$ cat config.mk
export PLATFORM = sky130hd
export DESIGN_NAME = ysyx_23060124_wbu
export DESIGN_NICKNAME = d
export VERILOG_FILES = /design/src/rtl/ysyx_23060124_wbu.sv
export SDC_FILE = /design/constraint.sdc
export NUM_CORES = 1
export LEC_CHECK = 0
export BUFFER_PORTS_ARGS = -buffer_cell sky130_fd_sc_hd__buf_2
export CORE_UTILIZATION = 50
export DETAILED_ROUTE_END_ITERATION = 8
export PLACE_DENSITY_LB_ADDON = 0.2
export SLEW_MARGIN = 20
export SYNTH_ARGS = -nofsm -noshare
export SYNTH_HDL_FRONTEND = slang
export SYNTH_SLANG_ARGS = --single-unit
$ cat constraint.sdc
create_clock -name clock -period 4.25 [get_ports clock]
set_input_delay 0.425 -clock clock [delete_from_list [all_inputs] [get_ports clock]]
set_output_delay 0.425 -clock clock [all_outputs]
set_load 0.02 [all_outputs]
$ cat src/rtl/ysyx_23060124_wbu.sv
// Writeback unit: takes completed instructions from the EXU, waits for LSU load data when needed,
// formats it, drives the register file write port for one cycle and counts retired instructions.
module ysyx_23060124_wbu #(
  parameter int unsigned DATA_W = 32,
  parameter int unsigned ADDR_W = 5
) (
  input  logic              clock,
  input  logic              reset,
  input  logic              exu_valid,
  output logic              exu_ready,
  input  logic              exu_wen,
  input  logic [ADDR_W-1:0] exu_rd,
  input  logic [DATA_W-1:0] exu_result,
  input  logic              exu_is_load,
  input  logic [2:0]        exu_load_fmt,
  input  logic [1:0]        exu_addr_lo,
  input  logic              lsu_rvalid,
  input  logic [DATA_W-1:0] lsu_rdata,
  output logic              wen,
  output logic [ADDR_W-1:0] waddr,
  output logic [DATA_W-1:0] wdata,
  output logic [ADDR_W-1:0] wbu_rd,
  output logic              commit,
  output logic [31:0]       instret
);

  typedef enum logic [1:0] {StIdle, StWaitLoad, StWrite} state_e;

  state_e              state_q, state_d;
  logic [ADDR_W-1:0]   rd_q, rd_d;
  logic [DATA_W-1:0]   data_q, data_d;
  logic [2:0]          fmt_q, fmt_d;
  logic [1:0]          addr_lo_q, addr_lo_d;
  logic [31:0]         instret_q, instret_d;

  logic                accept;
  logic [7:0]          ld_byte;
  logic [15:0]         ld_half;
  logic [DATA_W-1:0]   load_val;

  // Byte/half selection within the aligned word, then sign or zero extension by funct3.
  always_comb begin
    ld_byte = '0;
    unique case (addr_lo_q)
      2'd0: ld_byte = lsu_rdata[7:0];
      2'd1: ld_byte = lsu_rdata[15:8];
      2'd2: ld_byte = lsu_rdata[23:16];
      2'd3: ld_byte = lsu_rdata[31:24];
    endcase
    ld_half = addr_lo_q[1] ? lsu_rdata[31:16] : lsu_rdata[15:0];
    case (fmt_q)
      3'b000:  load_val = {{(DATA_W-8){ld_byte[7]}}, ld_byte};
      3'b001:  load_val = {{(DATA_W-16){ld_half[15]}}, ld_half};
      3'b100:  load_val = {{(DATA_W-8){1'b0}}, ld_byte};
      3'b101:  load_val = {{(DATA_W-16){1'b0}}, ld_half};
      default: load_val = lsu_rdata;
    endcase
  end

  always_comb begin
    state_d   = state_q;
    rd_d      = rd_q;
    data_d    = data_q;
    fmt_d     = fmt_q;
    addr_lo_d = addr_lo_q;
    instret_d = instret_q;

    exu_ready = (state_q != StWaitLoad);
    accept    = exu_valid && exu_ready;

    unique case (state_q)
      StWaitLoad: begin
        if (lsu_rvalid) begin
          data_d  = load_val;
          state_d = StWrite;
        end
      end
      StWrite: begin
        instret_d = instret_q + 32'd1;
        state_d   = StIdle;
      end
      default: ;
    endcase

    // Accepting in WRITE overrides the return to IDLE for back-to-back issue.
    if (accept) begin
      rd_d      = exu_wen ? exu_rd : '0;
      data_d    = exu_result;
      fmt_d     = exu_load_fmt;
      addr_lo_d = exu_addr_lo;
      state_d   = exu_is_load ? StWaitLoad : StWrite;
    end
  end

  always_comb begin
    wen     = 1'b0;
    waddr   = '0;
    wdata   = '0;
    commit  = 1'b0;
    wbu_rd  = (state_q == StIdle) ? '0 : rd_q;
    instret = instret_q;
    if (state_q == StWrite) begin
      wen    = (rd_q != '0);
      waddr  = rd_q;
      wdata  = data_q;
      commit = 1'b1;
    end
  end

  always_ff @(posedge clock) begin
    if (reset) begin
      state_q   <= StIdle;
      rd_q      <= '0;
      data_q    <= '0;
      fmt_q     <= '0;
      addr_lo_q <= '0;
      instret_q <= '0;
    end else begin
      state_q   <= state_d;
      rd_q      <= rd_d;
      data_q    <= data_d;
      fmt_q     <= fmt_d;
      addr_lo_q <= addr_lo_d;
      instret_q <= instret_d;
    end
  end

endmodule

==> qor.txt, run 1 <==
Crit path from -> state_q[1]
Clock-pin slew on the worst setup and hold paths -> 80 ps
Seq/Total Area, Yosys -> 0.350
Max-cap violations -> 0
Final Critical Period -> 2380 ps
Pleak -> 2.26 nW
Max Slew Vio Count -> 0
Area taken by multi-input logic gates -> 2620 um^2
Grt ovf -> 0
Commonest cells after routing, fill and taps aside -> buf_2, dfxtp_1, nor2_1, nand2_1, and2_1
Via count of the routed design -> 4415
Most used DFF post-synth -> dfxtp_1
Post-synth cell types -> 40
Cell taking the most area after synthesis -> dfxtp_1
Part of the cycle the worst path needs -> 0.561
Commonest non-fill, non-tap cell in the layout -> buf_2
Synth area leaders -> dfxtp_1, and2_1, nor2_1
Fmax -> 0.419 GHz
Setup TNS -> 0 ps
Initial antenna violation count -> 0
Slew @ Worst Pin -> 901 ps
CTS max path bufs -> 2
Site Rows -> 33
Pre-antenna DRT Iters -> 5
Syn_nets -> 597
CTS hold repair buffers -> 0
CTS tree -> done
Worst slew margin -> 0.398
GRT Util Overall -> 0.274
Cell Pwr Density -> 305 nW/um^2
Gpl congestion -> 0.898
Seq cells post-synth -> 76
Post-detail-place hpwl -> 8780 um
Vias per inst -> 5.86
Final Setup Violations -> 0
Effective utilization at floorplan -> 0.524
Area grow syn2layout -> 22.0%
Number of clock sinks -> 76
CTS Buf Count -> 9
Core area -> 8300 um^2
Root Driver -> clkbuf_8
Crit. End Element -> output pin
Post-synth EDFFs -> 0
Worst EP arrival -> 1960 ps
Top-area cell type share of the netlist area -> 0.350
Post-CTS Resized -> 0
Initial DRC count -> 149
CP required -> 3830 ps
Fill count -> 731
Clock latency on the worst-skew pair -> 350 ps
Fin Clk Skew -> 12.8 ps
Share of layout cells above drive strength 1 -> 0.334
Die height -> 95.3 um
Pin count of the biggest net entering global routing -> 53
Post-DRT Antenna Nets -> 0
FF+latch area -> 1520 um^2
I/O Buffers -> 156
Die W -> 95.3 um
Total power -> 1.62 mW
Status -> complete, no violations
WS Path Type -> reg2out
Synthesized cell area -> 4350 um^2
Number of diodes -> 0
CP startpoint kind -> flip-flop
VDD IR max -> 194 uV
Hold_sp -> exu_load_fmt[1]
Wirelength per Cell -> 16.4 um
Ys Warns -> 0
Reg-to-Reg Start -> addr_lo_q[1]
First-pass GRT wire length -> 19400 um
Syn Inst Count -> 516
HP Class -> in2reg
H-tree depth -> 3
Drc violations -> 0
Synth async-reset ratio -> 0
Crit-path max FO -> 30
Post-CTS setup buffer count -> 0
Die area -> 9080 um^2
Hold Fails Final Rpt -> 0
Syn_area_per_cell -> 8.43 um^2
Vias in the first global route -> 3898
Ports -> 157
RSZ-0062 raised after global routing -> no
Layout Nets -> 725
Detailed-route wire length -> 12400 um
==> cells in the mapped netlist, types with 2 or more instances <==
library cell,instances
o31ai_1,8
mux4_2,8
nor3_1,14
or3_1,4
o41ai_1,16
o21ai_0,6
dfxtp_1,76
a311oi_2,10
nand2_1,42
and2_1,41
buf_6,3
a311oi_1,6
buf_1,2
nor2b_1,13
nand3b_1,16
nor3b_1,15
and3_1,3
and4_1,5
clkbuf_1,31
nor2_1,57
nand4_1,10
nand2b_1,3
a21oi_1,31
or4_1,9
buf_2,8
inv_1,5
mux2i_1,3
mux2_2,18
xor2_1,11
nand3_1,31
nor4_1,2
==> per-stage QoR <==
| step | hold WS, ps | setup slack, ps | instances | util | instance area [um^2] |
|---|---|---|---|---|---|
| global route | 333 | 1680 | 754 | 0.639 | 5310 |
| floorplan | 443 | 2290 | 516 | - | 4350 |
| CTS | 310 | 1840 | 754 | 0.639 | 5310 |
| detailed placement | 467 | 2020 | 738 | 0.615 | 5100 |
| finish | 318 | 1870 | 754 | 0.639 | 5310 |
| global placement | 467 | 2090 | 738 | 0.615 | 5100 |
==> worst max-delay path: stages (launching register included) <==
cell     delay, ps
dfxtp_1        390
nor2b_2        490
buf_4          370
and2_1         190
buf_2          160
==> cell type report <==
| class | count | area share |
|---|---|---|
| well taps | 105 | 0.0248 |
| clock buffers | 10 | 0.0259 |
| inverters | 5 | 0.00354 |
| flip-flops and latches | 76 | 0.287 |
| multi-input cells | 391 | 0.493 |
| repair buffers | 161 | 0.154 |
| clock inverters | 6 | 0.0120 |
==> routing by layer <==
| metal | wire length, um | GRT usage | vias up |
|---|---|---|---|
| li1 | - | - | 2118 |
| met1 | 5420 | 0.359 | 2091 |
| met2 | 5960 | 0.445 | 185 |
| met3 | 733 | 0.0518 | 21 |
| met4 | 262 | 0.102 | 0 |
| met5 | 0 | 0 | - |
==> flip-flops by register name, indices dropped and copies added, names as in the netlist <==
signal and cells:
state_q 2, addr_lo_q 2, rd_q 5, data_q 32, fmt_q 3, instret 32
==> report_power, final <==
part	switching, mW	internal [mW]	total (mW)
clock	0.279	0.286	0.565
combinational	0.160	0.117	0.277
sequential	0.0266	0.750	0.776
total	0.466	1.15	1.62
==> path summary, 6_finish.rpt <==
path | to | slack [ps] | cells past startpoint
max | wdata[19] | 1870 | 4
min | fmt_q[1] | 320 | 3
max reg2reg | data_q[10] | 2000 | 4
min reg2reg | rd_q[3] | 480 | 2
==> logic make-up (layout without fill, tap and decap cells) <==
group | count (synthesis) | count (layout) | synth area share
DFF | 76 | 76 | 0.350
buffers and inverters | 49 | 182 | 0.0498
and+or+nand+nor | 268 | 268 | 0.333
adders and majority gates | 1 | 1 | 0.00288
AOI/OAI and AO/OA | 81 | 81 | 0.146
xor gates and xnor gates | 12 | 12 | 0.0242
muxes | 29 | 29 | 0.0949
No activity file was read; power rests on OpenSTA's default activity.
==> run 2: changes to the inputs <==
ABC_AREA = 1   (was unset)
clock period = 2.5 ns   (was 4.25 ns; I/O delays follow)
==> qor.txt, run 2 <==
CP required -> 2250 ps (was 3830 ps)
Worst slew margin -> 0.501 (was 0.398)
Crit path max-delay cell type -> inv_1 (was nor2b_2)
Seq/Total Area, Yosys -> 0.325 (was 0.350)
Area taken by multi-input logic gates -> 2570 um^2 (was 2620 um^2)
Clock power share -> 0.291 (was 0.349)
Via count of the routed design -> 5380 (was 4415)
Most frequent CP cell -> inv_1
Wirelength per Cell -> 13.5 um (was 16.4 um)
Post-detail-place hpwl -> 10600 um (was 8780 um)
H-tree depth -> 3 (unchanged)
Share of layout cells above drive strength 1 -> 0.219 (was 0.334)
Sequential power share -> 0.487 (was 0.480)
Synthesized cell area -> 4680 um^2 (was 4350 um^2)
Crit. End Element -> output pin (unchanged)
Number of clock sinks -> 76 (unchanged)
Detailed-route wire length -> 13800 um (was 12400 um)
Initial DRC count -> 240 (was 149)
Worst path cell trace -> inv_1, nand2_2, inv_1, o21ai_0, inv_1, buf_2 (was nor2b_2, buf_4, and2_1, buf_2)
Pin count of the biggest net entering global routing -> 46 (was 53)
Initial antenna violation count -> 1 (was 0)
Seq cells post-synth -> 76 (unchanged)
Fin Clk Skew -> 5.01 ps (was 12.8 ps)
Sw Ratio -> 0.325 (was 0.288)
Site Rows -> 34 (was 33)
Die height -> 98.8 um (was 95.3 um)
Syn_area_per_cell -> 6.03 um^2 (was 8.43 um^2)
Crit-path max FO -> 15 (was 30)
Met2 usage -> 0.508 (was 0.445)
GRT Util Overall -> 0.294 (was 0.274)
Cell taking the most area after synthesis -> dfxtp_1 (unchanged)
HP Class -> in2reg (unchanged)
Placed cells -> 1011 (was 738)
CTS hold repair buffers -> 0 (unchanged)
Total power -> 2.74 mW (was 1.62 mW)
VDD IR max -> 238 uV (was 194 uV)
Post-DRT Antenna Nets -> 0 (unchanged)
Top-count cell post-synth -> nand2_1 (was dfxtp_1)
Die W -> 98.8 um (was 95.3 um)
Most used DFF post-synth -> dfxtp_1 (unchanged)
Post-CTS Resized -> 0 (unchanged)
RSZ-0062 raised after global routing -> no (unchanged)
Post-CTS setup buffer count -> 0 (unchanged)
Area grow syn2layout -> 20.1% (was 22.0%)
Vias per inst -> 5.24 (was 5.86)
Syn Inst Count -> 777 (was 516)
CTS tree -> done (unchanged)
Crit path largest cell delay -> 380 ps (was 490 ps)
Vias in the first global route -> 4903 (was 3898)
First-pass GRT wire length -> 22800 um (was 19400 um)
FF+latch area -> 1520 um^2 (unchanged)
Hold Fails Final Rpt -> 0 (unchanged)
Net switching power -> 892 uW (was 466 uW)
Commonest non-fill, non-tap cell in the layout -> nand2_1 (was buf_2)
I/O Buffers -> 156 (unchanged)
Post-synth cell types -> 35 (was 40)
Ys Warns -> 0 (unchanged)
Non-Filler Instances -> 1027 (was 754)
Synth area leaders -> dfxtp_1, nand2_1, nor2_1 (was dfxtp_1, and2_1, nor2_1)
Final Util -> 0.632 (was 0.639)
Grt met3 use -> 0.0475 (was 0.0518)
Synth async-reset ratio -> 0 (unchanged)
Setup TNS -> 0 ps (unchanged)
M1 GR Usage -> 0.350 (was 0.359)
Part of the cycle the worst path needs -> 0.773
CP startpoint kind -> flip-flop (unchanged)
Final Critical Period -> 1930 ps
Busiest grt layer -> met2 (unchanged)
CTS Buf Count -> 9 (unchanged)
Place WS -> 635 ps (was 2020 ps)
Top-area cell type share of the netlist area -> 0.325 (was 0.350)
Pre-antenna DRT Iters -> 5 (unchanged)
Layout Nets -> 995 (was 725)
Commonest cells post-synth -> nand2_1, nor2_1, inv_1, dfxtp_1, a21oi_1 (was dfxtp_1, nor2_1, nand2_1, and2_1)
CTS max path bufs -> 2 (unchanged)
Core area -> 8890 um^2 (was 8300 um^2)
Drc violations -> 0 (unchanged)
Commonest cells after routing, fill and taps aside -> nand2_1, buf_2, nor2_1, inv_1, dfxtp_1 (was buf_2, dfxtp_1, nor2_1, nand2_1, and2_1)
Die area -> 9760 um^2 (was 9080 um^2)
Hold Path Cell Cnt -> 2 (was 3)
Combinational power share -> 0.222 (was 0.171)
Final Setup Violations -> 0 (unchanged)
Effective utilization at floorplan -> 0.527 (was 0.524)
Grt ovf -> 0 (unchanged)
Fmax -> 0.517 GHz
Fill count -> 860 (was 731)
Worst EP arrival -> 1680 ps (was 1960 ps)
Slew @ Worst Pin -> 749 ps (was 901 ps)
Syn_nets -> 858 (was 597)
Gpl congestion -> 0.949 (was 0.898)
Status -> complete, no violations (unchanged)
WS Path Type -> reg2out (unchanged)
Post-synth EDFFs -> 0 (unchanged)
Max Slew Vio Count -> 0 (unchanged)
Root Driver -> clkbuf_8 (unchanged)
Final WS setup -> 567 ps (was 1870 ps)
Max-cap violations -> 0 (unchanged)
Pleak -> 2.63 nW (was 2.26 nW)
Clock latency on the worst-skew pair -> 360 ps (was 350 ps)
Clock-pin slew on the worst setup and hold paths -> 70 ps (was 80 ps)
Worst R2R Path Depth -> 4 (unchanged)
Internal power -> 1.85 mW (was 1.15 mW)
Cell Pwr Density -> 487 nW/um^2 (was 305 nW/um^2)
Ports -> 157 (unchanged)
run 2: changes by cell type after synthesis, sizes merged, moves of 42 or more:
cell and change:
a21oi +43, nor2 +71, o21ai +52, inv +101, nand2 +172, and2 -42
run 2: logic make-up after synthesis:
logic type      synth area share
buf+inv                    0.127
xor+xnor                 0.00561
flops                      0.325
fa+ha+maj                0.00267
compound gates             0.212
simple gates               0.328
run 2: critical path: cells and delay by family, from the launching register on:
family / cells / cell delay, ps
AO/OA/AOI/OAI: 1 / 160
AND/OR/NAND/NOR: 1 / 130
buffers and inverters: 4 / 680
flip-flops: 1 / 350
run 2: per-layer routing:
| metal | routed length (um) | up-vias | part of all wire |
|---|---|---|---|
| met4 | 624 | 0 | 0.045 |
| met5 | 0 | - | 0 |
| met1 | 5750 | 2371 | 0.42 |
| met3 | 819 | 47 | 0.059 |
| met2 | 6630 | 219 | 0.48 |
| li1 | - | 2743 | - |
run 2: final timing paths:
check	from	to	slack [ps]
setup reg to reg	fmt_q[1]	data_q[2]	590
hold / removal	exu_is_load	state_q[1]	110
setup / recovery	state_q[0]	wen	570
hold reg to reg	instret[9]	instret[9]	500
run 2: power groups by stage:
stage	registers (mW)	clock network, mW	logic [mW]
after detailed placement	1.36	0	0.602
after global routing	1.34	0.861	0.680
after CTS	1.33	0.805	0.605
after global placement	1.36	0	0.592
final	1.33	0.797	0.609
after floorplan	1.34	0	0.426
run 2: metrics by stage:
stage          cell area (um^2)  hold slack [ps]
3_5_place_dp               5470              485
2_1_floorplan              4680              328
4_1_cts                    5620              111
6_report                   5620              115
3_3_place_gp               5470              463
5_1_grt                    5620              133
run 2: cell type report:
type	count	share of cell area
clock inverters	3	0.00267
clock buffers	12	0.0240
multi-input cells	558	0.457
flip-flops and latches	76	0.271
diodes	1	0.000445
inverters	106	0.0712
repair buffers	163	0.150
well taps	108	0.0240
==> run 3: changes to the inputs <==
CORE_UTILIZATION = 46   (was 50)
clock period = 1.6 ns   (was 2.5 ns; I/O delays follow)
==> qor.txt, run 3 (same netlist as run 2, synthesis figures left out) <==
Crit path largest cell delay -> 360 ps (was 380 ps)
Worst R2R Setup Slack -> 70 ps (was 590 ps)
Site Rows -> 36 (was 34)
Vias per inst -> 5.07 (was 5.24)
R2r endpoint -> instret[18] (was data_q[2])
Initial DRC count -> 212 (was 240)
Post-detail-place hpwl -> 10700 um (was 10600 um)
WHS Endpoint -> fmt_q[1] (was state_q[1])
CTS max path bufs -> 2 (unchanged)
Max Slew Vio Count -> 0 (unchanged)
Die area -> 10600 um^2 (was 9760 um^2)
Internal power -> 3.32 mW (was 1.85 mW)
H-tree depth -> 3 (unchanged)
GRT Util Overall -> 0.273 (was 0.294)
Wirelength per Cell -> 13.4 um (was 13.5 um)
Drc violations -> 0 (unchanged)
Gpl congestion -> 0.954 (was 0.949)
Place WS -> 25.9 ps (was 635 ps)
CTS tree -> done (unchanged)
Hold Fails Final Rpt -> 0 (unchanged)
Area grow syn2layout -> 31.2% (was 20.1%)
Area taken by multi-input logic gates -> 2640 um^2 (was 2570 um^2)
Final Setup Violations -> 0 (unchanged)
Worst path cell trace -> inv_2, nand2_4, buf_12, nor2_1, buf_2 (was inv_1, nand2_2, inv_1, o21ai_0, inv_1, buf_2)
Effective utilization at floorplan -> 0.477 (was 0.527)
Reg-to-Reg Start -> instret[0] (was fmt_q[1])
CP startpoint kind -> flip-flop (unchanged)
Vias in the first global route -> 5017 (was 4903)
Clock latency on the worst-skew pair -> 360 ps (about the same)
Sequential power share -> 0.429 (was 0.487)
Sw Ratio -> 0.314 (was 0.325)
CP Buf/Inv Count -> 3 (was 4)
Post-DRT Antenna Nets -> 0 (unchanged)
Slew @ Worst Pin -> 327 ps (was 749 ps)
Commonest non-fill, non-tap cell in the layout -> nand2_1 (unchanged)
Clock power share -> 0.348 (was 0.291)
Share of layout cells above drive strength 1 -> 0.269 (was 0.219)
CTS Buf Count -> 9 (unchanged)
Crit-path max FO -> 26 (was 15)
Layout Nets -> 1028 (was 995)
HP Class -> in2reg (unchanged)
Number of clock sinks -> 76 (unchanged)
Part of the cycle the worst path needs -> 0.962
CP delay by family, top -> buffers and inverters (unchanged)
Die W -> 103 um (was 98.8 um)
CP required -> 1440 ps (was 2250 ps)
Total power -> 4.84 mW (was 2.74 mW)
Core area -> 9820 um^2 (was 8890 um^2)
Pleak -> 2.88 nW (was 2.63 nW)
Final WS setup -> 60.8 ps (was 567 ps)
Placed cells -> 1056 (was 1011)
Die height -> 103 um (was 98.8 um)
Max-cap violations -> 0 (unchanged)
Hold_sp -> exu_load_fmt[1] (was exu_is_load)
Commonest cells after routing, fill and taps aside -> nand2_1, buf_2, nor2_1, inv_1, a21oi_1 (was nand2_1, buf_2, nor2_1, inv_1, dfxtp_1)
Worst EP arrival -> 1380 ps (was 1680 ps)
Pin count of the biggest net entering global routing -> 36 (was 46)
Hold Path Cell Cnt -> 3 (was 2)
Grt ovf -> 0 (unchanged)
Initial antenna violation count -> 0 (was 1)
Root Driver -> clkbuf_8 (unchanged)
Fill count -> 1008 (was 860)
Fmax -> 0.650 GHz
First-pass GRT wire length -> 22600 um (was 22800 um)
Setup TNS -> 0 ps (unchanged)
Via count of the routed design -> 5499 (was 5380)
Number of diodes -> 0 (was 1)
Final Critical Period -> 1540 ps
Pre-antenna DRT Iters -> 5 (unchanged)
Net switching power -> 1.52 mW (was 892 uW)
VDD IR max -> 409 uV (was 238 uV)
Non-Filler Instances -> 1085 (was 1027)
Ports -> 157 (unchanged)
Fin Clk Skew -> 8.87 ps (was 5.01 ps)
Status -> complete, no violations (unchanged)
Cell Pwr Density -> 787 nW/um^2 (was 487 nW/um^2)
I/O Buffers -> 156 (unchanged)
Crit path max-delay cell type -> dfxtp_4 (was inv_1)
Detailed-route wire length -> 14500 um (was 13800 um)
Worst slew margin -> 0.781 (was 0.501)
FF+latch area -> 1530 um^2 (was 1520 um^2)
WS Path Type -> reg2out (unchanged)
Worst R2R Path Depth -> 9 (was 4)
Clock-pin slew on the worst setup and hold paths -> 90 ps (was 70 ps)
Crit. End Element -> output pin (unchanged)
Combinational power share -> 0.223 (was 0.222)
[run 3: layout make-up]
type / count / area share
clock buffer: 9 / 0.0202
tap: 133 / 0.0271
multi-input combinational: 559 / 0.430
sequential: 76 / 0.250
clock inverter: 7 / 0.0161
inverter: 106 / 0.0658
timing repair buffer: 195 / 0.192
[run 3: worst min-delay path, stage by stage]
cell     delay [ps]
buf_2           110
nand2_1          60
a21oi_1          50
[run 3: power by group through the flow]
stage / clock network [mW] / logic, mW / registers [mW]
2_1_floorplan: 0 / 0.666 / 2.10
3_3_place_gp: 0 / 0.978 / 2.11
3_5_place_dp: 0 / 0.984 / 2.11
4_1_cts: 1.71 / 1.02 / 2.07
5_1_grt: 1.78 / 1.21 / 2.09
6_report: 1.68 / 1.08 / 2.07
[run 3: worst max-delay path by stage]
stage / slack [ps] / start / depth (start not counted) / end
5_1_grt: -30 / state_q[0] / 9 / instret[17]
3_5_place_dp: 30 / instret[0] / 8 / instret[24]
6_report: 60 / state_q[0] / 5 / wdata[14]
3_3_place_gp: 110 / instret[17] / 9 / instret[23]
4_1_cts: 5 / instret[1] / 8 / instret[24]
2_1_floorplan: 80 / instret[1] / 8 / instret[24]
[run 3: timing repair]
action,CTS,global route
hold buffers,1,0
cloned,0,3
endpoints found under the hold margin,1,0
pin swaps,0,4
gates resized for setup,9,24
setup buffers,2,7
setup endpoints to repair,39,64
[run 3: stage by stage]
step / hold slack [ps] / area, um^2 / utilization
global placement: 377 / 5670 / 0.577
CTS: 59.5 / 5950 / 0.606
global route: 61.7 / 6150 / 0.626
floorplan: 238 / 4690 / -
detailed placement: 387 / 5670 / 0.577
finish: 69.1 / 6150 / 0.626
[run 3: metal layers]
layer  vias to the layer above  routed length [um]  global-route usage
met5                         -                   0                   0
met1                      2412                6020               0.314
met2                       235                7100               0.495
met4                         0                 517               0.137
li1                       2814                   -                   -
met3                        38                 907              0.0386
